<file path="config.mk">
export PLATFORM = sky130hd
export DESIGN_NAME = ramp_capture
export DESIGN_NICKNAME = d
export VERILOG_FILES = /design/src/rtl/ramp_capture.sv
export SDC_FILE = /design/constraint.sdc
export NUM_CORES = 1
export LEC_CHECK = 0
export ABC_CLOCK_PERIOD_IN_PS = 1300
export CAP_MARGIN = 20
export CELL_PAD_IN_SITES_DETAIL_PLACEMENT = 1
export CELL_PAD_IN_SITES_GLOBAL_PLACEMENT = 2
export CORE_MARGIN = 3
export CORE_UTILIZATION = 24
export DETAILED_ROUTE_END_ITERATION = 7
export PLACE_DENSITY = 0.85
export RECOVER_POWER = 25
export SYNTH_ARGS = -nofsm -noshare
export SYNTH_HDL_FRONTEND = slang
export SYNTH_SLANG_ARGS = --single-unit
</file>
<file path="constraint.sdc">
create_clock -name clk -period 1.3 [get_ports clk]
set_input_delay 0.26 -clock clk [delete_from_list [all_inputs] [get_ports clk]]
set_output_delay 0.26 -clock clk [all_outputs]
set_load 0.05 [all_outputs]
</file>
<file path="src/rtl/ramp_capture.sv">
// Single-slope ADC ramp controller with first-edge per-pixel code capture and valid/ready readout.
// Optional build macro RAMP_GRAY_EN: ramp_count port carries the Gray code of the binary counter.
module ramp_capture #(
    parameter int NUM_PIXELS  = 1,
    parameter int COUNT_WIDTH = 8,
    parameter int RAMP_STEPS  = 255
) (
    input  logic                              clk,
    input  logic                              reset,
    input  logic                              start,
    input  logic [NUM_PIXELS-1:0]             enable,
    output logic [COUNT_WIDTH-1:0]            ramp_count,
    output logic                              ramp_active,
    output logic                              busy,
    output logic [NUM_PIXELS*COUNT_WIDTH-1:0] data,
    output logic [NUM_PIXELS-1:0]             captured,
    output logic                              valid,
    input  logic                              ready,
    output logic [1:0]                        state_dbg
);

    typedef enum logic [1:0] {
        IDLE = 2'd0,
        RAMP = 2'd1,
        HOLD = 2'd2
    } state_t;

    localparam logic [COUNT_WIDTH-1:0] STEPS = COUNT_WIDTH'(RAMP_STEPS);

    state_t                              state_q, state_n;
    logic [COUNT_WIDTH-1:0]              cnt_q, cnt_n;
    logic [NUM_PIXELS*COUNT_WIDTH-1:0]   data_q, data_n;
    logic [NUM_PIXELS-1:0]               cap_q, cap_n;

    // Readout handshake: valid is high for the whole HOLD state and the codes are
    // transferred on any cycle where valid && ready; valid never drops without ready.
    always_comb begin
        state_n = state_q;
        cnt_n   = cnt_q;
        data_n  = data_q;
        cap_n   = cap_q;
        case (state_q)
            IDLE: begin
                if (start) begin
                    state_n = RAMP;
                    cnt_n   = '0;
                    data_n  = '0;
                    cap_n   = '0;
                end
            end
            RAMP: begin
                for (int i = 0; i < NUM_PIXELS; i++) begin
                    if (enable[i] && !cap_q[i]) begin
                        data_n[i*COUNT_WIDTH +: COUNT_WIDTH] = cnt_q;
                        cap_n[i] = 1'b1;
                    end
                end
                if (cnt_q == STEPS) begin
                    state_n = HOLD;
                    // Pixels that never fired report the saturated code.
                    for (int i = 0; i < NUM_PIXELS; i++) begin
                        if (!cap_n[i]) begin
                            data_n[i*COUNT_WIDTH +: COUNT_WIDTH] = STEPS;
                        end
                    end
                end else begin
                    cnt_n = cnt_q + COUNT_WIDTH'(1);
                end
            end
            HOLD: begin
                if (ready) begin
                    state_n = IDLE;
                end
            end
            default: begin
                state_n = IDLE;
            end
        endcase
    end

    always_ff @(posedge clk) begin
        if (reset) begin
            state_q <= IDLE;
            cnt_q   <= '0;
            data_q  <= '0;
            cap_q   <= '0;
        end else begin
            state_q <= state_n;
            cnt_q   <= cnt_n;
            data_q  <= data_n;
            cap_q   <= cap_n;
        end
    end

`ifdef RAMP_GRAY_EN
    // Gray register is loaded from the next binary count so it lines up with cnt_q.
    logic [COUNT_WIDTH-1:0] gray_q;

    always_ff @(posedge clk) begin
        if (reset) begin
            gray_q <= '0;
        end else begin
            gray_q <= cnt_n ^ (cnt_n >> 1);
        end
    end

    assign ramp_count = gray_q;
`else
    assign ramp_count = cnt_q;
`endif

    assign ramp_active = (state_q == RAMP);
    assign busy        = (state_q != IDLE);
    assign valid       = (state_q == HOLD);
    assign data        = data_q;
    assign captured    = cap_q;
    assign state_dbg   = state_q;

endmodule

</file>
==> results.yml <==
cells_and_area:
  instances_no_fill: 207
  layout-drive-gt1-share: 0.658
  multi_input_comb_area_um2: 588
  fin_nets: 168
  area_delta_synth_final_pct: 128
  antenna_cells: 0
  n_fill_cell: 363
  final_cell_area_um2: 1970
  final-seq-area_um2: 412
clock_tree:
  cts_sinks: 19
  root_buffer: "clkbuf_4"
  cts_buffers: 3
  cts.htree.levels: 1
  cts.path.max_buffers: 2
  cts_hold_buf: 0
  clk_latency_ps: 310
  path_clk_slew_ps: 120
  tritoncts: "done"
job:
  cap_violations: 0
logic_synthesis:
  synthTopCellsByArea: "dfxtp_1, a221o_1, a21oi_1, nor2_1, a311oi_4"
  yosys_warnings: 0
  synth_commonest_cells: "dfxtp_1, a221o_1, nor2_1"
  yosysSeqAreaShare: 0.439
  syn_inst: 91
  synth-edff-count: 0
  synth_top_area_share: 0.439
  yosysMostFrequentCell: "dfxtp_1"
  syn_area_per_cell_um2: 9.51
  ys_async_sr_fraction: 0
  synth_top_area_cell: "dfxtp_1"
  synth_top_flop_cell: "dfxtp_1"
  syn_area_um2: 866
  syn_nets: 97
  ys_seq_elements: 19
  ys_types: 33
place:
  placed_area_um2: 1660
  dp_slack_ps: -403
  dp_hpwl_um: 2410
  place.gp.congestion: 0.815
  io_buffers: 26
  dp.cells: 186
drt:
  num_vias: 1037
  viasPerCell: 5.01
  drt-total-wl_um: 3890
  post_drt_wl_per_cell_um: 18.8
  drc: 0
  drtIter0Drc: 24
  drtAntennaViolNets: 0
  first_pass_iters: 4
global_route:
  grt.total_usage: 0.162
  gr-total-overflow: 0
  grt_max_degree: 12
  grt_pass1_wl_um: 5400
  grt_pass1_vias: 1102
  antenna_found_initial: 0
timing:
  period_share: 1.13
  fmax_ghz: 0.678
  worst_pin_slew_ps: 300
  rsz0062_at_grt: "true"
  finalHoldViolations: 0
  whs_ps: 501
  setup_viol: 21
  layout_min_cycle_time_ps: 1480
  slew_headroom: 0.799
  setup_ws_ps: -175
  clock_skew_ps: 8.44
  slew_violations: 0
die:
  start_util: 0.253
  core-area_um2: 3420
  io_pins: 27
  dieArea_um2: 4360
  fp-row-count: 21
  chipWidth_um: 66.1
  die_h_um: 66.1
worst_setup_path:
  crit_type: "flip-flop to flip-flop"
  critPathCaptureType: "flip-flop"
  startpoint_type: "flip-flop"
  crit_family: "simple AND/OR/NAND/NOR gates"
  critical_path_required_ps: 1540
  path_max_fanout: 4
  cp_slowest_cell: "or4_4"
  cp_num_buf_inv: 1
  slowest_delay_ps: 420
  crit_chain: "buf_4, and4_4, nand2_4, or4_4, a21oi_2"
  arrival_ps: 1710
min_path:
  hold_class: "input pin to flip-flop"
outcome:
  violations: "setup timing"
  status: "complete, but fails checks"
power_and_ir_drop:
  ir_drop_v: 0.000300
  leakagePower_uw: 0.000801
  power_density_nw_per_um2: 633
-- power breakdown --
part | internal [µW] | leakage (µW) | switching, µW
clock network | 115 | 0.0000177 | 208
registers | 579 | 0.000161 | 8.51
logic | 174 | 0.000623 | 164
total | 868 | 0.000801 | 381
-- placed cells by master, fill, tap and decap left out, types with 2 or more instances in the layout --
cell / netlist / layout
buf_4: 0 / 26
or3_1: 2 / 2
a221o_1: 8 / 8
o21ai_0: 5 / 2
clkdlybuf4s50_1: 0 / 2
o21ai_4: 0 / 2
dfxtp_1: 19 / 8
nand3_1: 2 / 2
o21ai_1: 3 / 2
dfxtp_2: 0 / 4
clkbuf_4: 0 / 3
nand2_2: 0 / 2
a21oi_1: 7 / 5
nand2_1: 5 / 2
o21ai_2: 1 / 3
xor2_1: 2 / 2
or2_1: 3 / 2
buf_6: 0 / 16
nor2_1: 8 / 6
nor3_2: 0 / 2
dfxtp_4: 0 / 7
a21oi_2: 0 / 2
buf_12: 0 / 23
nor2b_1: 3 / 2
-- sequential cells by signal, summed over array words and instances, names as in the netlist --
register    flops
captured        1
state_dbg       2
ramp_count      8
data            8
-- cell families (layout without fill, tap and decap cells) --
kind of cell / count (synthesis) / after routing / share of synthesized area
fa+ha+maj: 1 / 1 / 0.0144
flops: 19 / 19 / 0.439
buf+inv: 5 / 75 / 0.0231
simple gates: 35 / 35 / 0.246
xor+xnor: 2 / 2 / 0.0202
compound gates: 29 / 29 / 0.257
-- final timing paths --
kind	startpoint	endpoint	slack [ps]	depth (start not counted)
worst max-delay path	ramp_count[1]	ramp_count[7]	-180	5
worst min-delay path	reset	captured	500	3
worst max register to register	ramp_count[1]	ramp_count[7]	-180	5
worst min register to register	ramp_count[1]	ramp_count[1]	540	2
-- metal layers --
layer,vias up,global-route usage,routed length (µm)
li1,487,-,-
met1,506,0.180,1480
met2,36,0.317,2190
met3,8,0.0289,166
met4,0,0.0305,49
met5,-,0,0
-- repair_timing --
item | CTS | global route
resized for setup | 28 | 12
buffers inserted | 12 | 7
endpoints found under the setup margin | 19 | 22
pin swaps | 20 | 13
hold endpoints to repair | 0 | 0
-- metrics by stage --
step / power (µW) / setup TNS, ps / util
2_1_floorplan: 713 / -1790 / -
3_3_place_gp: 841 / -4960 / 0.486
3_5_place_dp: 850 / -5870 / 0.486
4_1_cts: 1210 / -1500 / 0.547
5_1_grt: 1290 / -3650 / 0.577
6_report: 1250 / -2340 / 0.577
-- cell type report --
cell class,instances,share of cell area
flip-flops and latches,19,0.209
clock buffers,3,0.0114
clock inverters,1,0.00254
multi-input cells,67,0.298
repair buffers,69,0.444
well taps,46,0.0292
inverters,2,0.00635
-- worst reg2reg max path, stage by stage (launching register included) --
cell and delay, ps:
dfxtp_4 400, buf_4 110, and4_4 240, nand2_4 60
or4_4 420, a21oi_2 170
Power figures use the tool's default switching activity.
